$ cat src/rtl/store_drain_buffer.sv
// store_drain_buffer: in-order posted-write queue between the Memory stage and the data-memory write port,
// with word-granular load alias detection and a fence/ecall flush handshake.
module store_drain_buffer #(
    parameter int DATA_WIDTH = 32,
    parameter int DEPTH = 4,
    parameter int CNT_WIDTH = 3
) (
    input  logic                  clk,
    input  logic                  rst_n,
    input  logic                  enqValid,
    input  logic [DATA_WIDTH-1:0] enqAddr,
    input  logic [DATA_WIDTH-1:0] enqData,
    input  logic [2:0]            enqFunc3,
    output logic                  enqReady,
    output logic                  memReq,
    output logic [DATA_WIDTH-1:0] memAddr,
    output logic [DATA_WIDTH-1:0] memData,
    output logic [2:0]            memFunc3,
    input  logic                  memAck,
    input  logic                  ldCheckValid,
    input  logic [DATA_WIDTH-1:0] ldCheckAddr,
    output logic                  ldConflict,
    input  logic                  flush,
    output logic                  flushDone,
    output logic                  empty,
    output logic [CNT_WIDTH-1:0]  count
);
    localparam int AW = $clog2(DEPTH);
    typedef enum logic {IDLE, DRAIN} state_t;
    state_t state, state_next;
    logic [AW-1:0] head, tail;
    logic [DATA_WIDTH-1:0] addr_q [DEPTH];
    logic [DATA_WIDTH-1:0] data_q [DEPTH];
    logic [2:0] func_q [DEPTH];
    logic flush_pending, flush_done, push, pop, done_cond;
    assign enqReady = count < CNT_WIDTH'(DEPTH) && !flush_pending;
    assign push = enqValid && enqReady;
    assign pop = state == DRAIN && memAck;
    assign memReq = state == DRAIN;
    assign memAddr = addr_q[head];
    assign memData = data_q[head];
    assign memFunc3 = func_q[head];
    assign empty = count == '0;
    assign flushDone = flush_done;
    // a flush seen while already idle and empty completes without waiting a cycle in pending
    assign done_cond = (flush_pending || flush) && empty && state == IDLE && !push;
    always_comb begin
        state_next = state == IDLE ? (empty ? IDLE : DRAIN)
                                   : (pop && count == CNT_WIDTH'(1) && !push ? IDLE : DRAIN);
    end
    always_comb begin
        ldConflict = 1'b0;
        for (int i = 0; i < DEPTH; i++) begin
            if ({1'b0, AW'(AW'(i) - head)} < count
                && addr_q[i][DATA_WIDTH-1:2] == ldCheckAddr[DATA_WIDTH-1:2])
                ldConflict = ldCheckValid;
        end
    end
    always_ff @(posedge clk) begin
        if (!rst_n) begin
            state <= IDLE;
            head <= '0;
            tail <= '0;
            count <= '0;
            flush_pending <= 1'b0;
            flush_done <= 1'b0;
        end else begin
            state <= state_next;
            if (push) tail <= tail + AW'(1);
            if (pop) head <= head + AW'(1);
            count <= count + CNT_WIDTH'(push) - CNT_WIDTH'(pop);
            flush_done <= done_cond;
            flush_pending <= !done_cond && (flush_pending || flush);
        end
    end
    always_ff @(posedge clk) begin
        if (push) begin
            addr_q[tail] <= enqAddr;
            data_q[tail] <= enqData;
            func_q[tail] <= enqFunc3;
        end
    end
endmodule

$ cat config.mk
export PLATFORM = sky130hd
export DESIGN_NAME = store_drain_buffer
export DESIGN_NICKNAME = d
export VERILOG_FILES = /design/src/rtl/store_drain_buffer.sv
export SDC_FILE = /design/constraint.sdc
export NUM_CORES = 1
export LEC_CHECK = 0
export CELL_PAD_IN_SITES_DETAIL_PLACEMENT = 1
export CELL_PAD_IN_SITES_GLOBAL_PLACEMENT = 1
export CORE_MARGIN = 2
export CORE_UTILIZATION = 50
export CTS_CLUSTER_DIAMETER = 100
export DETAILED_ROUTE_END_ITERATION = 10
export PLACE_DENSITY_LB_ADDON = 0.1
export SLEW_MARGIN = 20
export SYNTH_ARGS = -nofsm -noshare
export SYNTH_HDL_FRONTEND = slang
export SYNTH_SLANG_ARGS = --single-unit
$ cat constraint.sdc
create_clock -name clk -period 4.6 [get_ports clk]
set_input_delay 0.46 -clock clk [delete_from_list [all_inputs] [get_ports clk]]
set_output_delay 0.46 -clock clk [all_outputs]
set_load 0.02 [all_outputs]
# [Word-level counts from Yosys, hierarchy flattened]
# Memories as Yosys holds them, arrays and structs flattened. A register that Yosys moved wholly into a read port is not among the register bits.
# Cells that the tools add are included.
[totals] register_bits=10 mem_bits_rw=268 word_cells=61 memories=3
[mem_list] name="addr_q" words=4 width=32 read_ports=5 rd_clocked_by_memory_dff=1 wr=1 line="32" rtl="logic [DATA_WIDTH-1:0] addr_q [DEPTH];"
[mem_list] name="data_q" words=4 width=32 read_ports=1 rd_clocked_by_memory_dff=1 wr=1 line="33" rtl="logic [DATA_WIDTH-1:0] data_q [DEPTH];"
[mem_list] name="func_q" words=4 width=3 read_ports=1 rd_clocked_by_memory_dff=1 wr=1 line="34" rtl="logic [2:0] func_q [DEPTH];"
[op_classes] add_sub_neg=8 order_cmp=5 n_eq_ne=5 n_mux=15 n_bitwise=1 reduce_logical=18
[ops] cell="== test 30 bit" n=4
[ops] cell="logical AND 1 bit" n=13
[ops] cell="< comparator 2 x 3 -> 1 bit" n=4
[ops] cell="two-way mux 2 bit" n=6
[ops] cell="two-way mux 1 bit" n=9
[ops] cell="adder 2 x 1 -> 2 bit (second input constant)" n=2
[ops] cell="subtractor 1 x 2 -> 2 bit (first input constant)" n=2
[ops] cell="subtractor 2 bit (first input constant)" n=2
[ops] cell="adder 3 x 1 -> 3 bit" n=1
[ops] cell="== test 3 x 1 -> 1 bit (second input constant)" n=1
[ops] cell="zero test 1 bit" n=3
[ops] cell="zero test 3 bit" n=1
[ops] cell="< comparator 3 bit (second input constant)" n=1
[ops] cell="subtractor 3 x 1 -> 3 bit" n=1
[ops] cell="logical OR 1 bit" n=1
[ops] cell="inverter 1 bit" n=1

# [Logic depth before layout (Yosys ltp)]
# Gate-level depths: netlist (run 1).
[depth] word_depth=7 mapped_depth=10 depth_no_buf=9

# [Worst setup path after synthesis (run 1)]
# OpenSTA, ideal clock, no wires.
[synth_timing] path_type="flip-flop to flip-flop" from="register count[2]" to="memory addr_q[0][0] (enable)" setup_ps=433 arrival_ps=2564 t_required_ps=4167 slack_ps=1604 path_stages_with_launch=3 path_buffers=0 synth_period_minus_slack_ps=2996 path_cell_list="dfxtp_1 > nor2_1 > and3_1"
[synth_between] elab_chain_len=5
[synth_lines] item="start, declared" line="26" rtl="output logic [CNT_WIDTH-1:0] count"
[synth_lines] item="start signal, assigned" line="71" rtl="count <= count + CNT_WIDTH'(push) - CNT_WIDTH'(pop);"
[synth_lines] item="< comparator 3 bit" line="36" rtl="assign enqReady = count < CNT_WIDTH'(DEPTH) && !flush_pending;"
[synth_lines] item="logical AND 1 bit" line="36"
[synth_lines] item="via enqReady" line="14" rtl="output logic enqReady,"
[synth_lines] item="logical AND 1 bit" line="37" rtl="assign push = enqValid && enqReady;"
[synth_lines] item="two-way mux 1 bit" line="77" rtl="if (push) begin"
[synth_lines] item="two-way mux 1 bit (implied by the code)" line="78" rtl="addr_q[tail] <= enqAddr;"
[synth_lines] item="end, declared" line="32"
# The timed path passes the listed nets, and every way through them passes these cells.

# [Worst setup path after layout (run 1)]
[layout_timing] from="input port ldCheckAddr[10]" to="output port ldConflict"
[layout_between] elab_chain_len=6 word_cells_on_any_way=12
[layout_lines] item="start, declared" line="21" rtl="input logic [DATA_WIDTH-1:0] ldCheckAddr,"
[layout_lines] item="== test 30 bit" line="55" rtl="&& addr_q[i][DATA_WIDTH-1:2] == ldCheckAddr[DATA_WIDTH-1:2])"
[layout_lines] item="logical AND 1 bit" line="55"
[layout_lines] item="two-way mux 1 bit (3 in a row)" line="54" rtl="if ({1'b0, AW'(AW'(i) - head)} < count"
[layout_lines] item="two-way mux 1 bit (*)" line="54"
[layout_lines] item="end, declared" line="22" rtl="output logic ldConflict,"
# Mark *: on every way between the ends. The rest lies on a longest branch, timed or not.

==> run metrics, run 1 <==
outcome complete, no violations; Slew Limit Fails 0; DP Cell Count 1042; Starting Density 51.20%; Top Ports 180; worst skew pair latency 0.54 ns; Reg clk slew, reported paths 0.06 ns; sequential group share of total power 45.6%; Final Wtd Congestion 0.8617; Comb power frac 26.1%; layout net count 904; flop-to-flop setup slack 2.18 ns; share of cells above drive strength 1 14.36%; CP most frequent cell clkdlybuf4s50_1; drt total wl 28080 um; DRT iter0 DRCs 344; Unique masters post-synth 28; DR top layer met4; Final Instance Area 14640 sq um; worst-path cell chain clkdlybuf4s50_1, xor2_1, nor4_1, nand4_1, a2111oi_0, or4_1, clkdlybuf4s50_1; period utilisation layout 79.85%; most frequent cells in the layout edfxtp_1 (268), clkdlybuf4s50_1 (177), xor2_1 (112); worst clock skew 0.01511 ns; vias in the first global route 7001; Die W 156.5 um; Leakage 4.757 nW; CTS sink cnt 280; Synth Instances 591; Via density 5.650; clock buffer depth 3; max_cap viols 0; Rel. slew slack 26.08%; HPWL after DPL 19060 um; Met3 Routed Length 2025 um; Hold Path Cell Cnt 1; Int Power 5.184 mW; type of the worst setup path in -> out; Sw Pwr 2.073 mW; first drt pass iteration count 4; CP max-delay cell clkdlybuf4s50_1; Cell Pwr Density 495.7 nW/um^2; Synth Flop Type edfxtp_1; Slowest Stage Delay on Critical Path 0.61 ns; DP Area 13820 sq um; # setup viols final 0; largest net degree at the start of global routing 68; Worst setup EP type output pin; RSZ-0062 raised after global routing no; Routed Antenna Nets 0; CTS Buf Count 29; Fin Setup TNS 0 ns; critical path arrival 3.21 ns; first-pass GRT wire length 42170 um; share of flip-flops with an asynchronous set or reset 0%; Port Buffer Count 177; Worst R2R Path Depth 9; Final min period 3.673 ns; antenna violations before repair 2; DRC errors left 0; Finished Layout Cells 1095; critical-path maximum fanout 4; Final Hold Fails 0; mapped cell area 11630 sq um; CTS tree done; final core utilization 64.47%; fillers 1911; Critical Path Stages 7; core area 22710 sq um; clock share of power 28.3%; routed len/inst 25.64 um; GRT overflow 0; H-tree Lvls 1; syn_nets 707; Worst-Margin Slew 1.109 ns; peak supply drop 0.3249 mV; P&R area growth vs syn 25.91%; met2 wire len 14170 um; Die Ht 156.5 um; CTS Hold Buffers Added 0; Buf/Inv on CP 2; synth warn 0; Die Area 24490 sq um; commonest non-fill, non-tap cell in the layout edfxtp_1; FMAX 272.2 MHz; post-synthesis sequential element count 280; post-cts sizing count 0; number of synthesized flops with an enable pin 268; Worst Hold Class reg -> reg; sequential fraction of the synthesis area 71.28%; critical path's top delay family buffers and inverters; Avg Inst Size Synth 19.67 sq um; vias after detailed routing 6187; Met1 Routed Length 11230 um; Post-CTS Setup Bufs 0; critical path data required time 4.14 ns; CTS root buffer clkbuf_16; Total GRT Usage 23.53%; row cnt 55; switch share 28.56%; Startpoint Class primary input
==> sequential cells by signal, indices dropped and copies added, names as in the netlist, named ones only <==
name and cells:
addr_q 128, count 3, data_q 128, flushDone 1, flush_pending 1, func_q 12
head 2, memReq 1, tail 2
==> Yosys cell counts (2+ instances only) <==
cell | instances | area, sq um
nand4_1 | 8 | 50.05
buf_2 | 6 | 30.03
clkbuf_1 | 3 | 11.26
nand2_1 | 2 | 7.510
edfxtp_1 | 268 | 8048
xor2_1 | 112 | 980.9
and3_1 | 4 | 25.02
buf_1 | 5 | 18.77
and2_1 | 4 | 25.02
buf_4 | 3 | 22.52
ha_1 | 10 | 125.1
dfxtp_1 | 12 | 240.2
nor4_1 | 25 | 156.4
a2111oi_0 | 3 | 26.28
xnor2_1 | 14 | 122.6
mux4_2 | 67 | 1509
nor3_1 | 5 | 25.02
nand3_1 | 4 | 20.02
nor2_1 | 9 | 33.78
a21oi_1 | 7 | 35.03
inv_1 | 13 | 48.80
==> routing by layer <==
layer / up-vias / track usage, %
met2: 209 / 39.96
met1: 3173 / 30.68
li1: 2757 / -
met3: 48 / 5.345
met5: - / 0
met4: 0 / 6.815
==> metrics by stage <==
stage          total power, mW  setup slack, ns  hold WS (ns)
5_1_grt                  7.537           0.8209        0.5471
2_1_floorplan            4.348            1.604        0.5047
3_5_place_dp             5.273           0.9930        0.5054
3_3_place_gp             5.193            1.116        0.4862
4_1_cts                  7.332           0.9870        0.5141
6_report                 7.257           0.9267        0.5101
==> final cells by class <==
class,count,area [sq um],area share (%)
antenna,2,5.005,0.03419
clock buffer,35,748.2,5.111
clock inverter,16,68.82,0.4700
inverter,13,48.80,0.3333
multi-input combinational,281,3228,22.05
sequential,280,8295,56.66
tap,285,356.6,2.436
timing repair buffer,183,1889,12.90
==> final timing paths <==
path,startpoint,end
max,ldCheckAddr[10],ldConflict
min,memReq$_SDFF_PN0_,flushDone$_SDFF_PN0_
max reg2reg,count[2]$_SDFF_PN0_,count[2]$_SDFF_PN0_
min reg2reg,memReq$_SDFF_PN0_,flushDone$_SDFF_PN0_
==> logic make-up (layout without fill, tap and decap cells) <==
group           after synthesis  count (layout)  share of synthesized area [%]
simple gates                 63              63                          3.067
fa+ha+maj                    11              11                          1.248
mux                          67              67                          12.98
compound gates               14              14                         0.8071
flops                       280             280                          71.28
other cells                   0               2                              0
buf+inv                      30             247                          1.130
xor+xnor                    126             126                          9.491
==> power groups by stage <==
stage / Clock, mW / Sequential [mW] / Combinational, mW
after floorplan: 0 / 3.28 / 1.06
after global placement: 0 / 3.34 / 1.85
after detailed placement: 0 / 3.37 / 1.90
after CTS: 2.09 / 3.32 / 1.92
after global routing: 2.18 / 3.34 / 2.01
final: 2.06 / 3.31 / 1.89
(Power assumes the default switching activity.)
==> run 2, diff against run 1 <==
--- a/config.mk
+++ b/config.mk
@@ -8,7 +8,7 @@
 export CELL_PAD_IN_SITES_DETAIL_PLACEMENT = 1
 export CELL_PAD_IN_SITES_GLOBAL_PLACEMENT = 1
 export CORE_MARGIN = 2
-export CORE_UTILIZATION = 50
+export CORE_UTILIZATION = 46
 export CTS_CLUSTER_DIAMETER = 100
 export DETAILED_ROUTE_END_ITERATION = 10
 export PLACE_DENSITY_LB_ADDON = 0.1
==> constraint.sdc (replaced) <==
create_clock -name clk -period 3.5 [get_ports clk]
set_input_delay 0.35 -clock clk [delete_from_list [all_inputs] [get_ports clk]]
set_output_delay 0.35 -clock clk [all_outputs]
set_load 0.02 [all_outputs]
==> run metrics, run 2 (synthesis gave the netlist of run 1 again) <==
outcome complete, no violations (unchanged); vias in the first global route 6910 (was 7001); switch share 27.94% (was 28.56%); HPWL after DPL 19180 um (was 19060 um); Top Ports 180 (unchanged); antenna violations before repair 4 (was 2); critical-path maximum fanout 2 (was 4); peak supply drop 0.4535 mV (was 0.3249 mV); type of the worst setup path reg -> out (was in -> out); max_cap viols 0 (unchanged); worst skew pair latency 0.53 ns (was 0.54 ns); RSZ-0062 raised after global routing no (unchanged); first drt pass iteration count 5 (was 4); Regs by FF count addr_q: 128 flops, data_q: 128 flops, func_q: 12 flops (unchanged); Rel. slew slack 53.00% (was 26.08%); Slew Limit Fails 0 (unchanged); fillers 2196 (was 1911); Die Ht 163.0 um (was 156.5 um); drt total wl 28360 um (was 28080 um); Port Buffer Count 177 (unchanged); Worst setup EP type output pin (unchanged); sequential group share of total power 43.7% (was 45.6%); Sw Pwr 2.734 mW (was 2.073 mW); Fin Setup TNS 0 ns (unchanged); row cnt 58 (was 55); CTS root buffer clkbuf_16 (unchanged); routed len/inst 24.79 um (was 25.64 um); layout net count 908 (was 904); critical path data required time 3.15 ns (was 4.14 ns); CP max-delay cell clkdlybuf4s50_1 (unchanged); DRT iter0 DRCs 355 (was 344); Cell Pwr Density 659.6 nW/um^2 (was 495.7 nW/um^2); Int Power 7.051 mW (was 5.184 mW); largest net degree at the start of global routing 43 (was 68); FF+latch area 8295 sq um (unchanged); CTS Buf Count 29 (unchanged); Comb power frac 26.5% (was 26.1%); Slowest Stage Delay on Critical Path 0.62 ns (was 0.61 ns); Place WS 0.05479 ns (was 0.9930 ns); # setup viols final 0 (unchanged); share of cells above drive strength 1 15.41% (was 14.36%); Leakage 4.815 nW (was 4.757 nW); CTS tree done (unchanged); clock share of power 29.9% (was 28.3%); FMAX 292.5 MHz; clock buffer depth 3 (unchanged); Die W 163.0 um (was 156.5 um); Routed Antenna Nets 0 (unchanged); Final min period 3.419 ns; H-tree Lvls 1 (unchanged); Starting Density 46.58% (was 51.20%); Die Area 26560 sq um (was 24490 sq um); Total GRT Usage 21.81% (was 23.53%); commonest non-fill, non-tap cell in the layout edfxtp_1 (unchanged); first-pass GRT wire length 42640 um (was 42170 um); Final Hold Fails 0 (unchanged); Worst-Margin Slew 0.7050 ns (was 1.109 ns); DRC errors left 0 (unchanged); Worst Hold Class in -> reg (was reg -> reg); core area 24960 sq um (was 22710 sq um); Via density 5.467 (was 5.650); worst clock skew 0.007476 ns (was 0.01511 ns); Final Wtd Congestion 0.8104 (was 0.8617); multi-input logic area 3242 sq um (was 3228 sq um); period utilisation layout 97.69%; critical path arrival 3.07 ns (was 3.21 ns); most frequent cells in the layout edfxtp_1 (268), clkdlybuf4s50_1 (177), xor2_1 (112) (unchanged); Reg clk slew, reported paths 0.06 ns (about the same); worst-path cell chain xor2_1, nor4_2, buf_4, nand4_1, a2111oi_1, or4_1, clkdlybuf4s50_1 (was clkdlybuf4s50_1, xor2_1, nor4_1, nand4_1, a2111oi_0, or4_1, clkdlybuf4s50_1); fin worst setup slack 0.08090 ns (was 0.9267 ns); CTS sink cnt 280 (unchanged); GRT overflow 0 (unchanged); Startpoint Class flip-flop (was primary input); vias after detailed routing 6254 (was 6187); P&R area growth vs syn 27.60% (was 25.91%)
-- run 2: changes by cell type in the layout (fill, tap and decap cells not counted), sizes merged --
cell,delta
buf,+4
bufinv,+3
clkinv,-5
diode,+1
inv,+1
-- run 2: final timing paths --
check / start / endpoint / slack, ns / cells past startpoint
setup / recovery: addr_q[0][24]$_DFFE_PP_ / ldConflict / 0.08 / 7
setup reg to reg: count[2]$_SDFF_PN0_ / count[2]$_SDFF_PN0_ / 1.04 / 9
hold reg to reg: memReq$_SDFF_PN0_ / flushDone$_SDFF_PN0_ / 0.54 / 1
hold / removal: enqData[2] / data_q[1][2]$_DFFE_PP_ / 0.45 / 1
-- run 2: area by class of cell --
class | count | area share [%]
Sequential cell | 280 | 55.91
Inverter | 13 | 0.3289
Clock inverter | 15 | 0.9951
Tap cell | 330 | 2.783
Timing Repair Buffer | 187 | 13.04
Clock buffer | 35 | 5.043
Antenna cell | 3 | 0.05060
Multi-Input combinational cell | 281 | 21.85
-- run 2: what timing repair did --
action | in CTS | in global routing
hold buffers | 0 | 0
setup buffers | 0 | 0
gates resized for setup | 1 | 2
pin swaps | 0 | 1
setup endpoints to repair | 1 | 1
-- run 2: power by group through the flow --
stage	registers [mW]	logic [mW]	clock network, mW
2_1_floorplan	4.31	1.40	0
3_3_place_gp	4.30	2.57	0
3_5_place_dp	4.34	2.61	0
4_1_cts	4.28	2.64	2.99
5_1_grt	4.31	2.76	3.11
6_report	4.27	2.59	2.92
-- run 2: worst max-delay path: cells and delay by family (launching register included) --
| kind | cells | cell delay (ns) |
|---|---|---|
| compound gates | 1 | 0.40 |
| xor+xnor | 1 | 0.19 |
| buf+inv | 2 | 0.80 |
| flops | 1 | 0.41 |
| simple gates | 3 | 0.74 |
-- run 2: metal layers --
layer,track usage [%],wire length (um),vias up
met1,29.44,11810,3241
met2,36.07,14030,204
met5,0,13,-
li1,-,-,2777
met4,5.189,487,2
met3,5.322,2021,30
-- run 2: metrics by stage --
step	utilization, %	hold WS, ns	power (mW)	instance area [sq um]	std cells
detailed placement	55.76	0.5339	6.953	13920	1091
floorplan	-	0.4489	5.714	11630	591
global route	59.41	0.4463	10.18	14830	1142
finish	59.43	0.4484	9.786	14840	1144
CTS	59.37	0.4270	9.906	14820	1141
global placement	55.76	0.5000	6.873	13920	1091
==> run 3, diff against run 2 <==
--- a/config.mk
+++ b/config.mk
@@ -11,7 +11,9 @@
 export CORE_UTILIZATION = 46
 export CTS_CLUSTER_DIAMETER = 100
 export DETAILED_ROUTE_END_ITERATION = 10
+export GPL_ROUTABILITY_DRIVEN = 0
 export PLACE_DENSITY_LB_ADDON = 0.1
+export RECOVER_POWER = 50
 export SLEW_MARGIN = 20
 export SYNTH_ARGS = -nofsm -noshare
 export SYNTH_HDL_FRONTEND = slang
==> run metrics, run 3 (synthesis gave the netlist of run 1 again) <==
P&R area growth vs syn 27.52% (was 27.60%); HPWL after DPL 19180 um (unchanged); worst-path cell chain xor2_1, nor4_2, buf_4, nand4_1, a2111oi_1, or4_1, clkdlybuf4s50_1 (unchanged); DRT iter0 DRCs 353 (was 355); H-tree Lvls 1 (unchanged); Total GRT Usage 21.81% (unchanged); Via density 5.463 (was 5.467); Die Ht 163.0 um (unchanged); Worst Hold Class in -> reg (unchanged); core area 24960 sq um (unchanged); critical-path maximum fanout 2 (unchanged); CTS Buf Count 29 (unchanged); Routed Antenna Nets 0 (unchanged); GRT overflow 0 (unchanged); routed len/inst 24.79 um (about the same); Die Area 26560 sq um (unchanged); commonest non-fill, non-tap cell in the layout edfxtp_1 (unchanged); largest net degree at the start of global routing 43 (unchanged); vias in the first global route 6910 (unchanged); row cnt 58 (unchanged); Port Buffer Count 177 (unchanged); peak supply drop 0.4532 mV (was 0.4535 mV); worst clock skew 0.006731 ns (was 0.007476 ns); type of the worst setup path reg -> out (unchanged); critical path's top delay family buffers and inverters (unchanged); antenna violations before repair 4 (unchanged); most frequent cells in the layout edfxtp_1 (268), xor2_1 (112), clkdlybuf4s50_1 (109) (was edfxtp_1 (268), clkdlybuf4s50_1 (177), xor2_1 (112)); layout net count 908 (unchanged); Final Hold Fails 0 (unchanged); CTS root buffer clkbuf_16 (unchanged); outcome finished, violations left (was complete, no violations); first-pass GRT wire length 42640 um (unchanged); Top Ports 180 (unchanged); first drt pass iteration count 5 (unchanged); failing checks capacitance limit, slew limit; Starting Density 46.58% (unchanged); CTS sink cnt 280 (unchanged); Rel. slew slack -5.911% (was 53.00%); DRC errors left 0 (unchanged); FMAX 292.6 MHz (was 292.5 MHz); Reg clk slew, reported paths 0.06 ns (about the same); Startpoint Class flip-flop (unchanged); period utilisation layout 97.64% (was 97.69%); Worst setup EP type output pin (unchanged); Die W 163.0 um (unchanged); critical path data required time 3.15 ns (about the same); Cell Pwr Density 659.0 nW/um^2 (was 659.6 nW/um^2); critical path arrival 3.07 ns (about the same); fillers 2197 (was 2196); # setup viols final 0 (unchanged); Fin Setup TNS 0 ns (unchanged); Regs by FF count addr_q: 128 flops, data_q: 128 flops, func_q: 12 flops (unchanged); clock buffer depth 3 (unchanged); CP max-delay cell clkdlybuf4s50_1 (unchanged); Worst-Margin Slew 1.589 ns (was 0.7050 ns); drt total wl 28360 um (about the same); Final min period 3.417 ns (was 3.419 ns); Slowest Stage Delay on Critical Path 0.61 ns (was 0.62 ns); Post-CTS Setup Bufs 0 (unchanged); RSZ-0062 raised after global routing no (unchanged); vias after detailed routing 6250 (was 6254); CTS tree done (unchanged); final hold slack 0.4974 ns (was 0.4484 ns); max_cap viols 2 (was 0); share of cells above drive strength 1 15.17% (was 15.41%); Buf/Inv on CP 2 (unchanged); Slew Limit Fails 54 (was 0); Leakage 4.838 nW (was 4.815 nW); worst skew pair latency 0.53 ns (about the same)
==> run 3: changes by cell type in the layout (fill, tap and decap cells not counted) <==
cell | before | now
clkdlybuf4s50_1 | 177 | 109
dlygate4sd3_1 | 0 | 68
and2_0 | 0 | 2
and2_1 | 4 | 2
and3_1 | 0 | 2
and3_4 | 4 | 2
==> run 3: repair_timing <==
item | in CTS | in global routing
setup endpoints to repair | 1 | 1
resized for setup | 1 | 2
hold buffers | 0 | 0
pin swaps | 0 | 1
==> run 3: layout make-up <==
type / instances / area [sq um] / area share (%)
Antenna cell: 3 / 7.507 / 0.05063
Sequential cell: 280 / 8295 / 55.95
Multi-Input combinational cell: 281 / 3232 / 21.80
Timing Repair Buffer: 187 / 1934 / 13.05
Tap cell: 330 / 412.9 / 2.785
Clock buffer: 35 / 748.2 / 5.046
Clock inverter: 15 / 147.6 / 0.9958
Inverter: 13 / 48.80 / 0.3291
==> run 3: worst paths after layout <==
path,cells after the start,startpoint,slack [ns],endpoint
min,2,rst_n,0.50,count[1]$_SDFF_PN0_
max,7,addr_q[0][24]$_DFFE_PP_,0.08,ldConflict
min reg2reg,1,memReq$_SDFF_PN0_,0.55,flushDone$_SDFF_PN0_
max reg2reg,3,count[2]$_SDFF_PN0_,0.69,addr_q[3][10]$_DFFE_PP_
==> run 3: metrics by stage <==
step	instance area (sq um)	instances	setup slack, ns	power (mW)	util [%]
global placement	13920	1091	0.1448	6.873	55.76
detailed placement	13920	1091	0.05479	6.953	55.76
floorplan	11630	591	0.5037	5.714	-
finish	14830	1144	0.08251	9.771	59.39
CTS	14820	1141	0.05397	9.906	59.37
global route	14820	1142	0.003824	10.16	59.37
==> run 3: power by group <==
part	total, mW	internal, mW	switching (mW)
Clock	2.93	1.73	1.20
Sequential	4.27	4.09	0.187
Combinational	2.57	1.22	1.35
==> run 3: layer usage <==
metal	share of wire [%]	track usage, %	wire (um)	vias to the layer above
li1	-	-	-	2774
met1	42	29.44	11930	3249
met2	49	36.07	14000	195
met3	6.8	5.322	1920	30
met4	1.7	5.189	487	2
met5	0.046	0	13	-
